<file path="src/rtl/mem_load_sequencer.sv">
// Tile sequencer for the systolic array's memory interface: clear, N row loads, drain, done.
// Optional performance counters (tile_count, stall_count) are built when MEM_SEQ_PERF_CNT_EN is defined.
module mem_load_sequencer #(
    parameter int N      = 2,
    parameter int ADDR_W = $clog2(N*N)
) (
    input  logic              clk,
    input  logic              rst,
    input  logic              start,
    input  logic [ADDR_W-1:0] base_top,
    input  logic [ADDR_W-1:0] base_left,
    input  logic              wr_req,
    input  logic [ADDR_W-1:0] wr_addr,
    output logic              wr_ready,
    output logic [ADDR_W-1:0] addr_top,
    output logic [ADDR_W-1:0] addr_left,
    output logic              load,
    output logic              store,
    output logic              acc_clear,
    output logic              compute_en,
    output logic              busy,
    output logic              done
`ifdef MEM_SEQ_PERF_CNT_EN
    ,
    output logic [31:0]       tile_count,
    output logic [31:0]       stall_count
`endif
);

    localparam int LOG_N   = $clog2(N);
    localparam int DRAIN_W = $clog2(2*N);
    localparam logic [ADDR_W-1:0]  K_LAST     = ADDR_W'(N-1);
    localparam logic [DRAIN_W-1:0] DRAIN_LAST = DRAIN_W'(2*N-2);

    typedef enum logic [2:0] {
        S_IDLE,
        S_CLEAR,
        S_LOAD,
        S_DRAIN,
        S_DONE
    } state_t;

    state_t              state_reg, state_next;
    logic [ADDR_W-1:0]   k_reg, k_next;
    logic [DRAIN_W-1:0]  drain_reg, drain_next;
    logic [ADDR_W-1:0]   base_top_reg, base_top_next;
    logic [ADDR_W-1:0]   base_left_reg, base_left_next;
    logic [ADDR_W-1:0]   row_offset;

    // Rows are N entries apart; the shift truncates to ADDR_W, giving the mod N*N wrap.
    assign row_offset = k_reg << LOG_N;

    always_ff @(posedge clk) begin
        if (rst) begin
            state_reg     <= S_IDLE;
            k_reg         <= '0;
            drain_reg     <= '0;
            base_top_reg  <= '0;
            base_left_reg <= '0;
        end else begin
            state_reg     <= state_next;
            k_reg         <= k_next;
            drain_reg     <= drain_next;
            base_top_reg  <= base_top_next;
            base_left_reg <= base_left_next;
        end
    end

    always_comb begin
        state_next     = state_reg;
        k_next         = k_reg;
        drain_next     = drain_reg;
        base_top_next  = base_top_reg;
        base_left_next = base_left_reg;
        case (state_reg)
            S_IDLE: begin
                if (start) begin
                    state_next     = S_CLEAR;
                    base_top_next  = base_top;
                    base_left_next = base_left;
                    k_next         = '0;
                    drain_next     = '0;
                end
            end
            S_CLEAR: begin
                state_next = S_LOAD;
                k_next     = '0;
            end
            S_LOAD: begin
                if (k_reg == K_LAST) begin
                    state_next = S_DRAIN;
                    drain_next = '0;
                end else begin
                    k_next = k_reg + 1'b1;
                end
            end
            S_DRAIN: begin
                if (drain_reg == DRAIN_LAST) begin
                    state_next = S_DONE;
                end else begin
                    drain_next = drain_reg + 1'b1;
                end
            end
            S_DONE: begin
                state_next = S_IDLE;
            end
            default: begin
                state_next = S_IDLE;
            end
        endcase
    end

    // Reset blanks every output, even in the cycle before the state register clears.
    always_comb begin
        wr_ready   = 1'b0;
        store      = 1'b0;
        load       = 1'b0;
        acc_clear  = 1'b0;
        compute_en = 1'b0;
        busy       = 1'b0;
        done       = 1'b0;
        addr_top   = '0;
        addr_left  = '0;
        if (!rst) begin
            case (state_reg)
                S_IDLE: begin
                    wr_ready = !start;
                    store    = wr_req && !start;
                    if (wr_req && !start) begin
                        addr_top  = wr_addr;
                        addr_left = wr_addr;
                    end
                end
                S_CLEAR: begin
                    busy      = 1'b1;
                    acc_clear = 1'b1;
                end
                S_LOAD: begin
                    busy       = 1'b1;
                    load       = 1'b1;
                    compute_en = (k_reg != '0);
                    addr_top   = base_top_reg + row_offset;
                    addr_left  = base_left_reg + row_offset;
                end
                S_DRAIN: begin
                    busy       = 1'b1;
                    compute_en = 1'b1;
                end
                S_DONE: begin
                    busy = 1'b1;
                    done = 1'b1;
                end
                default: begin
                    busy = 1'b0;
                end
            endcase
        end
    end

`ifdef MEM_SEQ_PERF_CNT_EN
    logic [31:0] tile_count_reg;
    logic [31:0] stall_count_reg;

    always_ff @(posedge clk) begin
        if (rst) begin
            tile_count_reg  <= '0;
            stall_count_reg <= '0;
        end else begin
            if (state_reg == S_DONE && tile_count_reg != '1) begin
                tile_count_reg <= tile_count_reg + 1'b1;
            end
            if (wr_req && !wr_ready && stall_count_reg != '1) begin
                stall_count_reg <= stall_count_reg + 1'b1;
            end
        end
    end

    assign tile_count  = rst ? '0 : tile_count_reg;
    assign stall_count = rst ? '0 : stall_count_reg;
`endif

endmodule

</file>
<file path="config.mk">
export PLATFORM = sky130hd
export DESIGN_NAME = mem_load_sequencer
export DESIGN_NICKNAME = d
export VERILOG_FILES = /design/src/rtl/mem_load_sequencer.sv
export SDC_FILE = /design/constraint.sdc
export NUM_CORES = 1
export LEC_CHECK = 0
export CELL_PAD_IN_SITES_DETAIL_PLACEMENT = 1
export CELL_PAD_IN_SITES_GLOBAL_PLACEMENT = 1
export CORE_AREA = 2 2 48 50
export DETAILED_ROUTE_END_ITERATION = 10
export DIE_AREA = 0 0 50 52
export GPL_ROUTABILITY_DRIVEN = 0
export GPL_TIMING_DRIVEN = 0
export PLACE_DENSITY_LB_ADDON = 0.2
export REMOVE_ABC_BUFFERS = 1
export SYNTH_ARGS = -nofsm -noshare
export SYNTH_HDL_FRONTEND = slang
export SYNTH_SLANG_ARGS = --single-unit
export TNS_END_PERCENT = 50
</file>
<file path="constraint.sdc">
create_clock -name clk -period 2.2 [get_ports clk]
set_input_delay 0.44 -clock clk [delete_from_list [all_inputs] [get_ports clk]]
set_output_delay 0.44 -clock clk [all_outputs]
set_load 0.1 [all_outputs]
</file>
Word level (Yosys, flattened, before mapping)
Cells that the tools add are included.

Divide/modulo/power cells: 0. $mul: 0. Eq/ne operators: 11. Add/sub/neg operators: 4. Reductions and logical operators: 11. Bitwise gates (word level): 0. Mux-type cells: 29. Magnitude comparators: 0. Shifts and indexed selects: 0.

Operators with widths (count): $mux 2 (7); $mux 1 (13); $pmux 2 s3 (2); $pmux 3 s4 (1); $ne 2x2->1 const B (5); $mux 3 (3); $pmux 2 s2 (2); $eq 3x2->1 const B (2); $reduce_and 3->1 (2); $reduce_bool 3->1 (2); $add 2x1->2 const B (2); $add 2x2->2 (2); $reduce_and 4->1 (1); $reduce_or 4->1 (1); $eq 3x1->1 const B (1); $eq 3x3->1 const B (1); $logic_not 3->1 (1); $eq 2x1->1 const B (1); $eq 2x2->1 const B (1); $pmux 1 s2 (1); $reduce_and 2->1 (1); $reduce_bool 2->1 (1); $logic_and 1x1->1 (1); $logic_not 1->1 (1).

ROM bits: 0. Flip-flop bits (word level): 11. Memories kept: 0. Latch bits: 0. RAM bits: 0.

Logic depth before layout (Yosys ltp)
Depth after elaboration: 5. Depth in mapped cells: 6. Gate-level depth less buffers: 6.

Worst setup path before layout
OpenSTA, ideal clock, no wires.

Path kind: input -> output. Start point: in rst. End point: out acc_clear. Data arrival time: 3.912 ns. Slack: -2.152 ns. Required time: 1.760 ns. Buffers on the path: 2. Cell stages on the path: 3. Path through: buf_2 buf_1 nor4b_1.

Word-level cells in the longest chain between the ends: 1.

RTL lines: start: declaration (line 8) `input logic rst,`; $mux 1 (line 124) `if (!rst) begin`; end: declaration (line 19) `output logic acc_clear,`.

Every way passes these cells.

Worst setup path in the final report
Start point: in start. End point: out addr_top[0].

Word-level cells in the longest chain between the ends: 5.

RTL lines: start: declaration (line 9) `input logic start,`; $logic_not 1->1 (line 129) `if (wr_req && !start) begin`; $logic_and 1x1->1 (line 129); $mux 2 (line 129); $pmux 2 s2 (line 125) `case (state_reg)`; $mux 2 (line 124); end: declaration (line 15) `output logic [ADDR_W-1:0] addr_top,`.

Every way passes these cells.

==> out/summary.txt <==
Die Wd: 50 µm
RSZ-0062 raised after global routing: yes
Max FO, Critical Path: 5
post-synth top area cell: dfxtp_1
Post-CTS Setup Inserts: 0
Layout Nets: 115
most common flop cell mapped by yosys: dfxtp_1
CTS H-Tree Depth: 1
clk_skew: 0.00264 ns
Post-synth EDFFs: 0
GRT Residual Overflow: 0
cells along the critical path: clkdlybuf4s50_1, and3b_2, nand2_1, a21oi_1, buf_6
Die ar.: 2600 µm²
R2R setup slack: 0.64 ns
Synth area leaders: dfxtp_1 (33%), mux2i_1 (7.5%), ha_1 (5.6%)
CTS Buf Count: 3
Iteration-0 DRC Markers: 3
overall routing resource usage: 0.145
CTS Buffer Depth: 2
P&R area growth vs syn: 34.2%
Worst Hold Class: reg2reg
antenna-violating nets left: 0
library cells used by synthesis: 27
via count: 631
measured slew at the worst slew-check pin: 0.518 ns
share of the synthesized area in the top cell type: 0.329
delay of the slowest critical-path stage: 0.48 ns
sequential fraction of the synthesis area: 0.329
leak pwr: 0.361 nW
port bufs: 20
DPL Wire Length: 1.19 mm
CP arrival: 1.73 ns
crit start category: input pin
Slew Limit Fails: 0
IO Count: 21
status: complete, no violations
top cells by count, synth: dfxtp_1 (11), nor2_1 (10), nand2_1 (8)
worst r2r src: k_reg[1]$_SDFFE_PP0P_
worst hold path depth: 1
Final Hold Vio Count: 0
share of cells above drive strength 1: 0.228
CTS root buffer: clkbuf_4
most frequent cell after synthesis: dfxtp_1
TritonCTS Sinks: 11
initial antenna violation count: 0
Fmax: 461 MHz
Hold Slack: 0.501 ns
MaxCap Viol Count: 0
row count: 17
crit-path leading delay family: buffers and inverters
initial core utilization: 0.318
P per Cell Area: 595 nW/µm²
endpoint class of the critical path: output port
CTS tree: yes
utilization after layout: 0.427
ys async rst share: 0
yosys warns: 0
largest net degree at the start of global routing: 21
drt via density: 4.89
Residual DRC: 0
Relative slew margins: 0.658
final WL: 1.61 mm
Yosys reg bits: 11
worst hold endpoint: k_reg[1]$_SDFFE_PP0P_
fin crit share: 0.986
Clock transition at path regs: 0.07 ns
kind of critical path: in2out
Core ar.: 2110 µm²
insertion delay to the later sink of the worst-skew pair: 0.27 ns
CP required: 1.76 ns
first-pass GRT wire length: 2.83 mm
reg2reg path depth: 6
max FFs per register: 3
Pre-antenna DRT Iters: 2
DR WL/cell: 12.4 µm
worst ir drop on vdd: 0.331 mV
vias in the first global route: 646
CP bufs+invs: 2
Syn Inst Count: 83
worst reg2reg endpoint: k_reg[0]$_SDFFE_PP0P_
syn_area_per_cell: 8.06 µm²
hold_sp: k_reg[1]$_SDFFE_PP0P_
die height: 52 µm
Cell Area, Synth: 669 µm²
Final setup viols: 0
ANT cells: 0
Crit-path slowest cell: clkdlybuf4s50_1
Tmin final: 2.17 ns
[logic make-up after synthesis]
logic type                 count (synthesis)  share of synthesized area
and+or+nand+nor                           37                      0.292
AOI/OAI and AO/OA                         12                      0.108
DFF                                       11                      0.329
buffers and inverters                     10                     0.0635
muxes                                      8                      0.125
adders and majority gates                  3                     0.0561
xor gates and xnor gates                   2                     0.0262
[cell usage in the layout, fill, tap and decap left out]
cell type / instances
and3b_2: 1
a22o_1: 1
clkbuf_4: 3
a31oi_1: 1
mux2_2: 3
or3b_1: 1
nor3_4: 1
mux2i_1: 5
nor4b_1: 3
nand3b_1: 2
nor2b_1: 2
buf_2: 5
buf_6: 4
buf_4: 1
and2_1: 2
inv_1: 4
a21oi_1: 6
o21bai_1: 1
nor2_1: 10
clkbuf_1: 1
dfxtp_1: 8
clkdlybuf4s50_1: 8
nand2_1: 8
nor3_1: 5
o21ai_0: 1
ha_1: 3
o21a_1: 2
nor3b_1: 1
clkdlybuf4s15_2: 1
clkdlybuf4s18_2: 1
dfxtp_2: 3
xor2_1: 2
or3_1: 1
[area by class of cell]
cell class | instances | area, µm²
tap | 28 | 35.0
timing repair buffer | 20 | 179
clock buffer | 4 | 26.3
multi-input combinational | 62 | 419
inverter | 4 | 15.0
fill | 257 | 1210
sequential | 11 | 224
[how the worst max path moves through the flow]
stage                                    startpoint           end  slack [ns]  cells after the start
after global routing                          start   addr_top[0]       -0.04                      5
after CTS                 state_reg[1]$_SDFFE_PP0P_          busy      0.0003                      3
after global placement                          rst  addr_left[1]       -1.29                      4
after detailed placement                        rst   addr_top[0]       -1.32                      4
after floorplan           state_reg[0]$_SDFFE_PP0P_      wr_ready       -1.91                      2
final                                         start   addr_top[0]        0.03                      5
[through the flow]
step           cell area (µm²)  std cells  setup TNS, ns  setup WS [ns]  power, mW
2_1_floorplan              642         77         -10.05          -1.91      0.346
3_3_place_gp               877        125         -12.00          -1.29      0.395
3_5_place_dp               877        125         -12.19          -1.32      0.398
4_1_cts                    902        129              0       0.000333      0.541
5_1_grt                    898        129        -0.0697        -0.0359      0.573
6_report                   898        129              0         0.0317      0.534
[report_power, final]
| group | internal [mW] | switching, mW | total, mW | leakage, nW |
|---|---|---|---|---|
| registers | 0.210 | 0.0180 | 0.228 | 0.0910 |
| clock network | 0.0702 | 0.0713 | 0.141 | 0.0150 |
| logic | 0.0567 | 0.108 | 0.165 | 0.255 |
| total | 0.337 | 0.197 | 0.534 | 0.361 |
[per-layer routing]
layer  part of all wire  global-route usage  vias up  wire length [µm]
met5                  0                   0        -                 0
met3              0.043              0.0316        2                69
met4             0.0075              0.0833        0                12
met1               0.46               0.165      295               732
li1                   -                   -      319                 -
met2               0.49               0.248       15               791
[worst register-to-register path: stages, from the launching register on]
cell,delay (ns)
dfxtp_1,0.34
inv_1,0.06
ha_1,0.20
or3b_1,0.35
a21oi_1,0.15
nor2_1,0.07
mux2_2,0.27
[what timing repair did]
| action | CTS | global route |
|---|---|---|
| endpoints found under the setup margin | 11 | 10 |
| pin swaps | 0 | 1 |
| gates resized for setup | 64 | 12 |
| hold buffers | 0 | 0 |
Power figures use the tool's default switching activity.
